===== config.mk =====
export PLATFORM = sky130hd
export DESIGN_NAME = branch_resolve_ctrl
export DESIGN_NICKNAME = d
export VERILOG_FILES = /design/src/rtl/branch_resolve_ctrl.sv
export SDC_FILE = /design/constraint.sdc
export NUM_CORES = 1
export LEC_CHECK = 0
export BUFFER_PORTS_ARGS = -buffer_cell sky130_fd_sc_hd__clkbuf_2
export CORE_UTILIZATION = 52
export CTS_BUF_LIST = sky130_fd_sc_hd__clkbuf_4
export CTS_CLUSTER_DIAMETER = 50
export DETAILED_ROUTE_END_ITERATION = 12
export PLACE_DENSITY = 0.82
export SLEW_MARGIN = 30
export SYNTH_ARGS = -nofsm -noshare
export SYNTH_HDL_FRONTEND = slang
export SYNTH_SLANG_ARGS = --single-unit
export TNS_END_PERCENT = 100

===== constraint.sdc =====
create_clock -name clk -period 2.7 [get_ports clk]
set_clock_uncertainty 0.15 [all_clocks]
set_input_delay 0.135 -clock clk [delete_from_list [all_inputs] [get_ports clk]]
set_output_delay 0.135 -clock clk [all_outputs]
set_load 0.01 [all_outputs]

===== src/rtl/branch_resolve_ctrl.sv =====
// EX-stage branch sequencer: load-use hold, registered PC redirect with
// three-stage wrong-path squash, and saturating branch statistics.
module branch_resolve_ctrl #(
    parameter int unsigned ADDR_W = 64,
    parameter int unsigned CNT_W  = 32
) (
    input  logic              clk,
    input  logic              reset,
    input  logic              ex_valid,
    input  logic              ex_is_branch,
    input  logic [2:0]        ex_funct3,
    input  logic [4:0]        ex_rs1,
    input  logic [4:0]        ex_rs2,
    input  logic [ADDR_W-1:0] ex_target,
    input  logic              mem_memread,
    input  logic [4:0]        mem_rd,
    output logic [2:0]        cmp_funct3,
    input  logic              cmp_taken,
    output logic              pc_sel,
    output logic [ADDR_W-1:0] pc_redirect,
    output logic              stall_pc,
    output logic              stall_ifid,
    output logic              stall_idex,
    output logic              bubble_exmem,
    output logic              flush_ifid,
    output logic              flush_idex,
    output logic              flush_exmem,
    output logic [CNT_W-1:0]  br_count,
    output logic [CNT_W-1:0]  taken_count,
    output logic [CNT_W-1:0]  hold_count
);

    localparam logic [2:0] F3_BEQ = 3'b000;
    localparam logic [2:0] F3_BLT = 3'b100;
    localparam logic [2:0] F3_BGT = 3'b101;

    typedef enum logic [1:0] {
        RUN      = 2'd0,
        HOLD     = 2'd1,
        REDIRECT = 2'd2
    } state_t;

    state_t state;

    logic br;
    logic haz;
    logic sup;
    logic hold_c;
    logic resolve_c;
    logic take_c;

    // Branch qualification, load-use detection and resolve decision.
    always_comb begin
        br        = ex_valid & ex_is_branch;
        haz       = mem_memread & (mem_rd != 5'd0) &
                    ((mem_rd == ex_rs1) | (mem_rd == ex_rs2));
        sup       = (ex_funct3 == F3_BEQ) | (ex_funct3 == F3_BLT) |
                    (ex_funct3 == F3_BGT);
        hold_c    = ~reset & (state == RUN) & br & haz;
        resolve_c = br & (((state == RUN) & ~haz) | (state == HOLD));
        take_c    = resolve_c & cmp_taken & sup;
    end

    assign cmp_funct3   = ex_funct3;
    assign stall_pc     = hold_c;
    assign stall_ifid   = hold_c;
    assign stall_idex   = hold_c;
    assign bubble_exmem = hold_c;

    // State, registered redirect/squash outputs and saturating counters.
    always_ff @(posedge clk) begin
        if (reset) begin
            state       <= RUN;
            pc_sel      <= 1'b0;
            pc_redirect <= '0;
            flush_ifid  <= 1'b0;
            flush_idex  <= 1'b0;
            flush_exmem <= 1'b0;
            br_count    <= '0;
            taken_count <= '0;
            hold_count  <= '0;
        end else begin
            pc_sel      <= take_c;
            flush_ifid  <= take_c;
            flush_idex  <= take_c;
            flush_exmem <= take_c;

            if (take_c) begin
                pc_redirect <= ex_target;
            end
            if (resolve_c && (br_count != {CNT_W{1'b1}})) begin
                br_count <= br_count + CNT_W'(1);
            end
            if (take_c && (taken_count != {CNT_W{1'b1}})) begin
                taken_count <= taken_count + CNT_W'(1);
            end
            if (hold_c && (hold_count != {CNT_W{1'b1}})) begin
                hold_count <= hold_count + CNT_W'(1);
            end

            case (state)
                RUN: begin
                    if (hold_c) begin
                        state <= HOLD;
                    end else if (take_c) begin
                        state <= REDIRECT;
                    end else begin
                        state <= RUN;
                    end
                end
                // Operand now comes from WB forwarding, so HOLD never repeats.
                HOLD:     state <= take_c ? REDIRECT : RUN;
                REDIRECT: state <= RUN;
                default:  state <= RUN;
            endcase
        end
    end

endmodule


# Word level (Yosys, flattened, before mapping)
# Cells that the tools add are included.
# op_classes
add_sub_neg	3
shifts	0
reduce_logical	6
n_lt_le_gt_ge	0
n_mux	3
n_mul	0
bitwise_logic	16
n_div	0
eq_ne	8
# op_table
operator	n
adder 32 x 1 -> 32 bit (second input constant)	3
inequality test 32 bit (second input constant)	3
AND 1 bit	10
equality test 5 bit	2
equality test 3 bit (second input constant)	2
nonzero test 5 bit	1
two-way mux 2 bit	2
bitwise OR 1 bit	4
one-hot mux 2 bit (2 select lines)	1
logical AND 1 bit	3
zero test 3 bit	1
equality test 2 x 1 -> 1 bit (second input constant)	1
zero test 2 bit	1
inverter 1 bit	2
# word_totals
output_inout_bits	171
mem_bits_ro	0
regBits	163
elab_cells	42
mem_count	0
ram_bits	0
latch_bits	0

# Logic depth before layout (Yosys ltp)
# depth
depth_word	12
mapped_depth	9
mapped_depth_nobuf	7

# Least setup slack after synthesis
# OpenSTA, ideal clock, no wires.
# synth_timing
kind	register to register
start	register br_count[0]
end	register br_count[19]
arrival_time_ns	2.073
setup_time_ns	0.070
path_slack_ns	0.407
path_stages_with_launch	8
path_buffers	0
cell_sequence	dfxtp_1 -> ha_1 -> nand2_1 -> nor2_1 -> nand3_1 -> or4b_4 -> or4_1 -> a21oi_1
# synth_between
elab_chain_cells	2
word_cells_on_any_way	3
# synth_lines
item	line_no	rtl
start: declaration	28	output logic [CNT_W-1:0] br_count,
start signal: assignment	92	br_count <= br_count + CNT_W'(1);
branches (longest 2 deep; another with adder 32 x 1 -> 32 bit)	--	
# Parallel ways; which one is timed is not known.
# A chain may end at the register's enable or synchronous reset.

# Final worst setup path
# layout_timing
start	register hold_count[1]
end	register hold_count[22]
# layout_between
elab_chain_cells	2
word_cells_on_any_way	3
# layout_lines
item	line_no	rtl
start: declaration	30	output logic [CNT_W-1:0] hold_count
start signal: assignment	98	hold_count <= hold_count + CNT_W'(1);
branches (longest 2 deep; another with adder 32 x 1 -> 32 bit)	--	
# Parallel ways; which one is timed is not known.

==> impl_metrics.toml <==
[critical_path]
critPathMaxFanout = 7
cpMaxStageDelayCell = "nor4_1"
rr_endpoint = "hold_count[22]"
worstPathCellList = "ha_1 -> nand3_1 -> nor4_1 -> nand2_1 -> nor2_1 -> and4_1 -> mux2_2"
reg2reg_depth = 7
max_stage_delay_ns = 0.44
worst-r2r-setup-slack_ns = 0.21
path_depth = 7
cp_top_family = "simple AND/OR/NAND/NOR gates"
critPathLaunchType = "register"
required_ns = 3.01
end_kind = "register"
r2r_start = "hold_count[1]"
critical_path_buf_inv_count = 0
arrival_ns = 2.81
critPathKind = "register to register"

[routing]
firstDrtPassIters = 5
remaining_drc_errors = 0
drt-initial-drc-count = 619
wl_per_cell_um = 15.7
vias = 8314
viasPerCell = 5.81
ant_nets = 0
drt-total-wl_mm = 22.4

[grt]
grt_pass1_wl_mm = 35.6
track_usage_pct = 29.7
grt_overflow = 0
grt_pass1_vias = 7596
grt_max_degree = 86
grt_antenna_before_repair = 0

[synthesis]
syn_area_per_cell_um2 = 8.02
yosys_warnings = 0
syn_area_um2 = 7530
synth-simple-area-share_pct = 30.5
synth-compound-area-share_pct = 18.3
muxShareOfSynthArea_pct = 1.49
yosys.area.top_type = "dfxtp_1"
synth.distinct_cells = 47
async_flop_share_pct = 0
syn_inst = 939
yosysSeqAreaShare_pct = 43.3
synth_top_family_by_area = "simple AND/OR/NAND/NOR gates"
ys_seq_elements = 163
post-synth-top-area-fraction_pct = 43.3
synth-main-ff-cell = "dfxtp_1"
synth_xor_xnor_area_share_pct = 1.28
yosys.area_share.adder_pct = 0.498
synth-edff-count = 0
synth_area_leaders = "dfxtp_1, a21oi_1, nand2_1, or4_1, o31ai_1"
synth_fp_nets = 1030

[hold_path]
hp-class = "primary input to register"
hold_start = "mem_memread"
worst_hold_path.endpoint = "pc_redirect[2]"
hold_depth = 6

[pwr]
p_sw_share_pct = 23.8
ir_drop_mv = 0.407
p_switching_w = 0.00101
clkPwrFrac_pct = 34.7
power-per-cell-area_nw_per_um2 = 426
pwr-share-seq_pct = 57.4
p_int_w = 0.00323
power.leakage_nw = 3.84
comb_power_share_pct = 7.8

[final_layout]
antenna_cells = 0
fill_cells = 1111
mostFrequentLayoutCell = "clkbuf_2"
final_cell_mix = "clkbuf_2, nand2_1, dfxtp_1, a21oi_1, dlygate4sd3_1"
multiInputGateArea_um2 = 3970
final_layout_size_suffix_gt1_share_pct = 26.5
areaGrowthSynthToFinish_pct = 32.2
regArea_um2 = 3260
nets = 1332
stdcell_area_um2 = 9960

[run_status]
status = "completed"

[floorplan]
ios = 259
die_w_um = 122
fp-row-count = 43
die_area_um2 = 15000
die_height_um = 122
start_util_pct = 53.9
coreArea_um2 = 14000

[sta]
fin_crit_sh_pct = 92.3
rsz0062_at_grt = "no"
fin_setup_tns_ns = 0
setup_viol = 0
fmax_mhz = 401
hold_violations = 0
fin_crit_ns = 2.49
worstMarginPinSlew_ns = 0.874
maxSlewViolCount = 0
slew_headroom_pct = 41.7

[placed_design]
portBuffers = 258
placement.cell_area_um2 = 8970
dp_hpwl_mm = 14.5
gp_congestion = 0.879

[clock_network]
numCtsBuffers = 17
cts.sinks = 163
clk_path_buf_depth = 2
htreeDepth = 4
clock_latency_ns = 0.56
clk_pin_slew_ns = 0.12
root_buffer = "clkbuf_4"
cts_tree = "done"

[job]
max-cap-violations = 0
[state kept, by name, summed over array words and instances, names as in the netlist]
name / count
taken_count: 32
state: 2
br_count: 32
pc_redirect: 64
hold_count: 32
flush_exmem: 1
[cell families (layout without fill, tap and decap cells)]
| logic type | Yosys count | in the layout |
|---|---|---|
| AND/OR/NAND/NOR | 429 | 429 |
| AO/OA/AOI/OAI | 245 | 245 |
| flip-flops | 163 | 163 |
| buffers and inverters | 78 | 391 |
| XOR/XNOR | 11 | 11 |
| multiplexers | 10 | 10 |
| adder cells (fa/ha/maj) | 3 | 3 |
[synth_stat cells (all sizes together) (8+ instances only)]
cell and instances:
o21ai 37, mux2 10, nor2 36, and4 11, and3 9, a21oi 148, dfxtp 163, nor4 8
xnor2 10, nand3 38, o31ai 51, buf 23, nand2 173, nand4 37, or3 32, or4 53
nor2b 13, inv 10, clkbuf 45
[layout make-up]
class,instances,share of cell area (%)
Clock buffer,19,1.43
Clock inverter,11,1.39
Inverter,10,0.377
Multi-Input combinational cell,698,39.8
Sequential cell,163,32.8
Tap cell,180,2.26
Timing Repair Buffer,351,22.0
[power by group through the flow]
stage	Sequential (W)	Combinational [W]	Clock (W)
global route	0.00244	0.000359	0.00160
floorplan	0.00250	0.000115	0
finish	0.00244	0.000333	0.00147
detailed placement	0.00249	0.000242	0
global placement	0.00249	0.000239	0
CTS	0.00244	0.000320	0.00149
[layer usage]
layer | GRT usage (%) | part of all wire [%] | vias to the layer above
met1 | 36.2 | 41 | 3879
met4 | 12.3 | 2.9 | 0
met2 | 49.5 | 48 | 338
met5 | 0 | 0 | -
li1 | - | - | 4042
met3 | 7.67 | 8.1 | 55
[metrics by stage]
step	std cells	hold slack, ns	utilization (%)	setup WS, ns	total power [W]
floorplan	939	0.121	-	0.407	0.00261
global placement	1333	0.207	64.1	0.271	0.00273
detailed placement	1333	0.213	64.2	0.136	0.00273
CTS	1431	0.0214	71.0	0.119	0.00425
global route	1432	0.159	71.2	0.000377	0.00440
finish	1432	0.162	71.2	0.209	0.00424
[what timing repair did]
item / in CTS / in global routing
hold endpoints to repair: 83 / 1
setup buffers: 0 / 0
gates resized for setup: 0 / 2
endpoints found under the setup margin: 0 / 12
hold buffers: 68 / 1
[worst reg2reg max path, delay by kind of cell, from the launching register on]
kind	cells	cell delay (ns)
flip-flops	1	0.40
AND/OR/NAND/NOR	5	1.26
adder cells (fa/ha/maj)	1	0.26
multiplexers	1	0.32
[worst max-delay path by stage]
stage | from | end | slack (ns)
after floorplan | br_count[0] | br_count[19] | 0.41
after global placement | state[1] | taken_count[3] | 0.27
after detailed placement | state[1] | taken_count[20] | 0.14
after CTS | state[1] | taken_count[20] | 0.12
after global routing | state[1] | stall_ifid | 0.0004
final | hold_count[1] | hold_count[22] | 0.21
Note: power is estimated with default switching activity, not from simulation.
